==> src/rtl/xls_fifo_pkg.sv <==
// ============================================================================
// Module      : xls_fifo_pkg
// Description : Shared width helpers and parameter legality check for the
//               XLS channel FIFOs.
// Revision    : 1.0
// ============================================================================
`default_nettype none

package xls_fifo_pkg;

    function automatic int ptr_w(input int depth);
        return (depth <= 1) ? 1 : $clog2(depth);
    endfunction

    function automatic int cnt_w(input int depth);
        return $clog2(depth + 1);
    endfunction

    function automatic bit params_legal(input int depth, input int width);
        return (depth >= 1) && (width >= 1);
    endfunction

endpackage

`default_nettype wire

==> src/rtl/xls_fifo_ptr.sv <==
// ============================================================================
// Module      : xls_fifo_ptr
// Description : Wrapping index counter, 0..Depth-1, for the FIFO ring.
// Revision    : 1.0
// ============================================================================
`default_nettype none

module xls_fifo_ptr #(
    parameter int Depth = 4,
    parameter int PtrW  = 2
) (
    input  logic            clk,
    input  logic            rst,
    input  logic            inc,
    output logic [PtrW-1:0] ptr
);

    logic [PtrW-1:0] ptr_q;
    logic [PtrW-1:0] ptr_d;

    // Explicit wrap so non-power-of-two depths never index past the array.
    always_comb begin
        ptr_d = ptr_q;
        if (inc) begin
            ptr_d = (ptr_q == PtrW'(Depth - 1)) ? '0 : ptr_q + 1'b1;
        end
    end

    always_ff @(posedge clk) begin
        if (rst) begin
            ptr_q <= '0;
        end else begin
            ptr_q <= ptr_d;
        end
    end

    assign ptr = ptr_q;

endmodule

`default_nettype wire

==> src/rtl/xls_fifo_ring.sv <==
// ============================================================================
// Module      : xls_fifo_ring
// Description : Multi-entry circular-buffer FIFO with ready/valid channels,
//               optional empty bypass and optional push-when-full-on-pop.
// Revision    : 1.0
// ============================================================================
`default_nettype none

module xls_fifo_ring
    import xls_fifo_pkg::*;
#(
    parameter int Width               = 32,
    parameter int Depth               = 4,
    parameter bit EnableBypass        = 1'b0,
    parameter bit RegisterPushOutputs = 1'b1
) (
    input  logic             clk,
    input  logic             rst,
    output logic             push_ready,
    input  logic [Width-1:0] push_data,
    input  logic             push_valid,
    input  logic             pop_ready,
    output logic [Width-1:0] pop_data,
    output logic             pop_valid
);

    localparam int c_PTR_W = ptr_w(Depth);
    localparam int c_CNT_W = cnt_w(Depth);
    localparam bit c_LEGAL = params_legal(Depth, Width);

    generate
        if (!c_LEGAL) begin : g_illegal
            $fatal(1, "xls_fifo_ring: Depth and Width must both be >= 1");
        end
    endgenerate

    logic [Width-1:0]   mem_q [Depth];
    logic [c_CNT_W-1:0] count_q;
    logic [c_CNT_W-1:0] count_d;
    logic [c_PTR_W-1:0] rd_ptr;
    logic [c_PTR_W-1:0] wr_ptr;

    logic w_full;
    logic w_empty;
    logic w_bypass_sel;
    logic w_push;
    logic w_pop;
    logic w_bypass_xfer;
    logic w_wr_en;
    logic w_rd_en;

    assign w_full  = (count_q == c_CNT_W'(Depth));
    assign w_empty = (count_q == '0);

    // Reset masks both handshakes so nothing transfers while rst is high.
    assign push_ready = !rst && (!w_full || (!RegisterPushOutputs && pop_ready));
    assign pop_valid  = !rst && (!w_empty || (EnableBypass && push_valid));

    assign w_bypass_sel = EnableBypass && w_empty;
    assign pop_data     = w_bypass_sel ? push_data : mem_q[rd_ptr];

    assign w_push        = push_valid && push_ready;
    assign w_pop         = pop_valid && pop_ready;
    assign w_bypass_xfer = w_bypass_sel && w_push && w_pop;
    assign w_wr_en       = w_push && !w_bypass_xfer;
    assign w_rd_en       = w_pop && !w_bypass_xfer;

    always_comb begin
        count_d = count_q;
        if (w_wr_en && !w_rd_en) begin
            count_d = count_q + 1'b1;
        end else if (w_rd_en && !w_wr_en) begin
            count_d = count_q - 1'b1;
        end
    end

    always_ff @(posedge clk) begin
        if (rst) begin
            count_q <= '0;
        end else begin
            count_q <= count_d;
        end
    end

    // When full with a simultaneous pop, wr_ptr == rd_ptr: the old head is
    // read combinationally this cycle and overwritten at the edge.
    always_ff @(posedge clk) begin
        if (w_wr_en) begin
            mem_q[wr_ptr] <= push_data;
        end
    end

    xls_fifo_ptr #(
        .Depth (Depth),
        .PtrW  (c_PTR_W)
    ) u_rd_ptr (
        .clk (clk),
        .rst (rst),
        .inc (w_rd_en),
        .ptr (rd_ptr)
    );

    xls_fifo_ptr #(
        .Depth (Depth),
        .PtrW  (c_PTR_W)
    ) u_wr_ptr (
        .clk (clk),
        .rst (rst),
        .inc (w_wr_en),
        .ptr (wr_ptr)
    );

endmodule

`default_nettype wire
==> config.mk <==
export PLATFORM = sky130hd
export DESIGN_NAME = xls_fifo_ring
export DESIGN_NICKNAME = d
export VERILOG_FILES = /design/src/rtl/xls_fifo_pkg.sv /design/src/rtl/xls_fifo_ptr.sv /design/src/rtl/xls_fifo_ring.sv
export SDC_FILE = /design/constraint.sdc
export NUM_CORES = 1
export LEC_CHECK = 0
export CAP_MARGIN = 10
export CORE_MARGIN = 5
export CORE_UTILIZATION = 55
export CTS_CLUSTER_DIAMETER = 100
export DETAILED_ROUTE_END_ITERATION = 8
export GPL_ROUTABILITY_DRIVEN = 0
export HOLD_SLACK_MARGIN = 0.1
export PLACE_DENSITY = 0.8
export SYNTH_ARGS = -nofsm -noshare
export SYNTH_HDL_FRONTEND = slang
export SYNTH_HIERARCHICAL = 1
export SYNTH_SLANG_ARGS = --single-unit
==> constraint.sdc <==
create_clock -name clk -period 10.6 [get_ports clk]
set_clock_uncertainty 0.2 [all_clocks]
set_input_delay 2.12 -clock clk [delete_from_list [all_inputs] [get_ports clk]]
set_output_delay 2.12 -clock clk [all_outputs]
set_load 0.1 [all_outputs]
==> results_dict.tcl, run 1 <==
set metrics [dict create \
    status "completed" \
    hold_viol_final 0 \
    cap_violations 0 \
    final_cell_mix "128 x edfxtp_1, 69 x clkdlybuf4s50_1, 30 x mux4_2" \
    p_leak_uw 0.00210 \
    seqPwrFrac 0.401 \
    initial_utilization 0.555 \
    dp_hpwl_um 4990 \
    report.final.slew_viol_count 0 \
    wl_per_cell_um 19.8 \
    clockPowerShare 0.366 \
    ff_latch_area_sq_mm 0.00399 \
    synth_mux_area_frac 0.150 \
    whs_path_depth 2 \
    num_io_pins 70 \
    worst_setup_path_start_kind "input pin" \
    path_cells "clkdlybuf4s50_1 > inv_1 > and2_1 > clkdlybuf4s50_1" \
    placed_area_sq_mm 0.00587 \
    cts_resized 0 \
    ir_drop_v 0.000151 \
    viasPerCell 5.42 \
    dr.pass1.iters 4 \
    synth_top_family_by_area "multiplexers" \
    hold_class "reg -> reg" \
    crit_path_end_kind "primary output" \
    cts_tree "built" \
    wl_um 8380 \
    synth_simple_gate_area_frac 0.0240 \
    die_h_um 106 \
    cts_buffer_depth 2 \
    synth_compound_area_frac 0.00396 \
    min_to "count_q[2]$_SDFFE_PP0P_" \
    clk_pin_slew_ns 0.06 \
    rows 35 \
    regToRegSetupSlack_ns 8.24 \
    postCtsSetupRepairBufs 0 \
    grt_pass1_wl_um 13600 \
    holdCritStartpoint "count_q[2]$_SDFFE_PP0P_" \
    die-width_um 106 \
    max-slew-margin-rel 0.322 \
    die-area_sq_mm 0.0112 \
    fmax_ghz 0.156 \
    setup_viol 0 \
    critical_path_required_ns 8.28 \
    setup_tns_ns 0 \
    htreeDepth 4 \
    layout_commonest_cell "edfxtp_1" \
    synthToLayoutAreaGrowth_pct 27.8 \
    syn_inst 210 \
    stdcell_area_sq_mm 0.00646 \
    ys_seq_elements 135 \
    synth_warnings 6 \
    drtIter0Drc 102 \
    yosysTopAreaCell "edfxtp_1" \
    slowest_delay_ns 1.13 \
    r2r_end "count_q[2]$_SDFFE_PP0P_" \
    syn_area_per_cell_sq_um 24.1 \
    yosysSeqAreaShare 0.788 \
    crit_type "in -> out" \
    cts_root_buf "clkbuf_8" \
    critPathMaxFanout 9 \
    rsz0062_at_grt "no" \
    diodes 0 \
    synth_fa_ha_area_frac 0.0114 \
    num_vias 2286 \
    power.density_mw_per_mm2 243 \
    crit_top_cell "clkdlybuf4s50_1" \
    grt_antenna_before_repair 0 \
    holdBufCountCts 0 \
    layout.nets 338 \
    portBuffers 69 \
    fillCellCount 561 \
    worst_r2r_path_depth 9 \
    synth.area.top_cells "edfxtp_1 76%, mux4_2 13%, dfxtp_1 2.8%" \
    drcViolationCount 0 \
    synth-xor-area-share 0.00346 \
    grt_max_degree 35 \
    swShare 0.311 \
    synth_cell_types 25 \
    yosysTopAreaCellShare 0.760 \
    r2r-start "count_q[0]$_SDFFE_PP0P_" \
    syn_nets 250 \
    detail-route-antenna-nets 0 \
    finalCriticalPeriod_ns 6.39 \
    syn_area_sq_mm 0.00506 \
    clock_latency_ns 0.50 \
    switchingPower_uw 489 \
    grt_pass1_vias 2545 \
    design.core.area_sq_mm 0.00911 \
    clock_sinks 135 \
    p_int_uw 1080 \
    combinationalPowerShare 0.233 \
    multi_input_area_sq_um 991 \
    arrival_ns 4.07 \
    worst_pin_slew_ns 1.01 \
    grt-ovfl-total 0 \
    grt_usage 0.167 \
    slowest_stage "clkdlybuf4s50_1" \
    min_period_over_period 0.603 \
    layout-drive-gt1-share 0.241 \
    cts_buffers 17 \
]
[cell usage after synthesis]
cell type	count
nand3_2	1
mux4_1	2
and3_1	1
nor3b_1	2
nand2_1	1
mux4_2	30
buf_2	3
o21ai_0	1
mux2i_1	3
inv_1	2
and2_1	2
xor2_1	2
or3_1	1
or3b_1	3
a21oi_1	3
nor2_1	5
buf_6	1
buf_12	3
edfxtp_1	128
ha_1	3
dfxtp_1	7
nor3_1	2
fa_1	1
nand2b_1	2
inv_2	1
[critical path, delay by kind of cell]
| kind | cells | cell delay (ns) |
|---|---|---|
| buf+inv | 3 | 1.82 |
| simple gates | 1 | 0.14 |
[power by group through the flow]
stage	clock network [uW]	registers [uW]	logic, uW
after detailed placement	0	642	369
final	575	629	366
after floorplan	0	631	305
after global placement	0	639	367
after global routing	615	634	382
after CTS	586	631	371
[kinds of logic after synthesis]
kind of cell	after synthesis
XOR/XNOR	2
multiplexers	35
buffers and inverters	10
adder cells (fa/ha/maj)	4
AO/OA/AOI/OAI	4
AND/OR/NAND/NOR	20
flip-flops	135
[final cells by class]
type	count	share of cell area
Sequential cell	135	0.617
Clock inverter	13	0.0265
Tap cell	111	0.0215
Timing Repair Buffer	76	0.115
Multi-Input combinational cell	65	0.153
Clock buffer	19	0.0652
Inverter	3	0.00174
[worst max-delay path by stage]
stage,start,end
after detailed placement,rst,push_ready
after CTS,rst,push_ready
after floorplan,rst,pop_valid
final,rst,push_ready
after global routing,rst,push_ready
after global placement,rst,push_ready
[layer usage]
layer,part of all wire,vias up,track usage
met5,0,-,0
met4,0.012,0,0.0777
met3,0.047,8,0.0441
met2,0.55,58,0.281
met1,0.40,1152,0.204
li1,-,1068,-
[registers in the layout (all words and copies together), names as in the netlist]
register      flops
count_q           3
mem_q           128
u_rd_ptr/ptr      2
u_wr_ptr/ptr      2
[through the flow]
step | cells | setup WS (ns) | utilization | hold WS [ns] | power, uW
final | 422 | 4.21 | 0.710 | 0.310 | 1570
after global routing | 422 | 4.14 | 0.710 | 0.373 | 1630
after CTS | 422 | 4.19 | 0.710 | 0.315 | 1590
after detailed placement | 390 | 4.19 | 0.645 | 0.306 | 1010
after global placement | 390 | 4.22 | 0.645 | 0.294 | 1010
after floorplan | 210 | 4.86 | - | 0.260 | 935
No activity file was read; power rests on OpenSTA's default activity.
==> inputs of run 2 (changes only) <==
CORE_UTILIZATION = 49   (was 55)
PLACE_DENSITY = 0.75   (was 0.8)
clock period = 5.7 ns   (was 10.6 ns; I/O delays follow)
==> run 2 against run 1 <==
Compared with the run above:
- total power increased by 92%
- largest power group unchanged
- worst setup slack got worse by 3.0 ns
- sequential power increased by 86%
- utilization decreased by 6.7 points
- via count increased by 0.39%
- combinational power increased by 87%
- critical path depth decreased by 1
- largest cell class unchanged
- final cell count increased by 6.2%
==> results_dict.tcl, run 2 (synthesized netlist as in run 1, its figures left out) <==
set metrics [dict create \
    status "completed" \
    viasPerCell 5.12 \
    num_vias 2295 \
    swShare 0.303 \
    slowest_stage "clkdlybuf4s50_1" \
    layout-drive-gt1-share 0.244 \
    worst_pin_slew_ns 1.01 \
    dr.pass1.iters 4 \
    startpoint "u_rd_ptr/ptr[0]$_SDFFE_PP0P_" \
    slowest_delay_ns 0.98 \
    design.core.area_sq_mm 0.0102 \
    cap_violations 0 \
    crit_type "reg -> out" \
    drcViolationCount 0 \
    hold_viol_final 0 \
    grt_antenna_before_repair 0 \
    combinationalPowerShare 0.227 \
    worst_setup_path_start_kind "flop" \
    max-slew-margin-rel 0.322 \
    seqPwrFrac 0.388 \
    r2r-start "count_q[0]$_SDFFE_PP0P_" \
    initial_utilization 0.496 \
    switchingPower_uw 914 \
    path_cells "buf_4 > mux4_2 > clkdlybuf4s50_1" \
    setup_tns_ns 0 \
    cts_tree "built" \
    setup_viol 0 \
    cts_resized 0 \
    rows 37 \
    wl_um 8550 \
    wl_per_cell_um 19.1 \
    die-area_sq_mm 0.0125 \
    grt-ovfl-total 0 \
    drtIter0Drc 139 \
    die_h_um 112 \
    power.density_mw_per_mm2 461 \
    dp_hpwl_um 5140 \
    holdCritStartpoint "count_q[2]$_SDFFE_PP0P_" \
    layout_commonest_cell "edfxtp_1" \
    portBuffers 69 \
    layout.nets 339 \
    diodes 0 \
    htreeDepth 4 \
    finalCriticalPeriod_ns 4.44 \
    report.final.slew_viol_count 0 \
    synthToLayoutAreaGrowth_pct 29.5 \
    critical_path_required_ns 4.36 \
    cts_root_buf "clkbuf_8" \
    cp_top_family "buffers and inverters" \
    rsz0062_at_grt "no" \
    critPathMaxFanout 16 \
    p_leak_uw 0.00213 \
    detail-route-antenna-nets 0 \
    clk_pin_slew_ns 0.06 \
    die-width_um 112 \
    grt_max_degree 35 \
    cts_buffer_depth 2 \
    max_flop_register "mem_q" \
    utilization 0.643 \
    grt_usage 0.149 \
    clockPowerShare 0.385 \
    grt_pass1_wl_um 13800 \
    top_regs "mem_q (128), count_q (3)" \
    worst-path-buf-inv 2 \
    hold_class "reg -> reg" \
    arrival_ns 3.10 \
    clock_sinks 135 \
    crit_path_end_kind "primary output" \
    clock_latency_ns 0.50 \
    num_io_pins 70 \
    largest_reg_flops 128 \
    fmax_ghz 0.225 \
    holdBufCountCts 0 \
    p_int_uw 2100 \
    postCtsSetupRepairBufs 0 \
    grt_pass1_vias 2584 \
    ir_drop_v 0.000228 \
    min_period_over_period 0.780 \
    final_cell_mix "128 x edfxtp_1, 69 x clkdlybuf4s50_1, 30 x mux4_2" \
    cts_buffers 17 \
]
run 2: cell type report:
type	count	area [sq um]
clock buffers	19	422
fillers	711	3640
flip-flops and latches	135	3990
repair buffers	77	751
inverters	3	11.3
clock inverters	13	218
well taps	136	170
multi-input cells	65	991
run 2: power by group through the flow:
| stage | combinational [uW] | clock, uW | sequential, uW |
|---|---|---|---|
| finish | 686 | 1160 | 1170 |
| global route | 715 | 1230 | 1180 |
| CTS | 693 | 1180 | 1170 |
| detailed placement | 690 | 0 | 1190 |
| global placement | 685 | 0 | 1190 |
| floorplan | 567 | 0 | 1170 |
run 2: worst paths after layout:
check / to / slack (ns) / cells after the start
max: pop_data[27] / 1.26 / 3
min: count_q[2]$_SDFFE_PP0P_ / 0.31 / 2
max reg2reg: count_q[2]$_SDFFE_PP0P_ / 3.31 / 9
min reg2reg: count_q[2]$_SDFFE_PP0P_ / 0.31 / 2
run 2: per-stage QoR:
step	area [sq um]	hold slack, ns	setup slack (ns)	power, uW	cells
after floorplan	5060	0.260	1.32	1740	210
after global placement	5910	0.280	1.30	1870	416
after detailed placement	5910	0.301	1.27	1880	416
after CTS	6550	0.311	1.14	3050	448
after global routing	6550	0.351	1.04	3120	448
final	6550	0.309	1.26	3020	448
run 2: metal layers:
metal	vias up	track usage	wire, um
li1	1062	-	-
met3	4	0.0500	380
met5	-	0	0
met4	0	0.0584	55
met1	1181	0.181	3610
met2	48	0.247	4500
run 2: worst reg2reg max path, cell delays in order (launching register included):
cell,delay [ns]
dfxtp_1,0.41
or3b_1,0.17
nand3_2,0.15
inv_2,0.12
ha_1,0.21
inv_1,0.07
fa_1,0.37
xor2_1,0.16
or3_1,0.30
a21oi_1,0.14
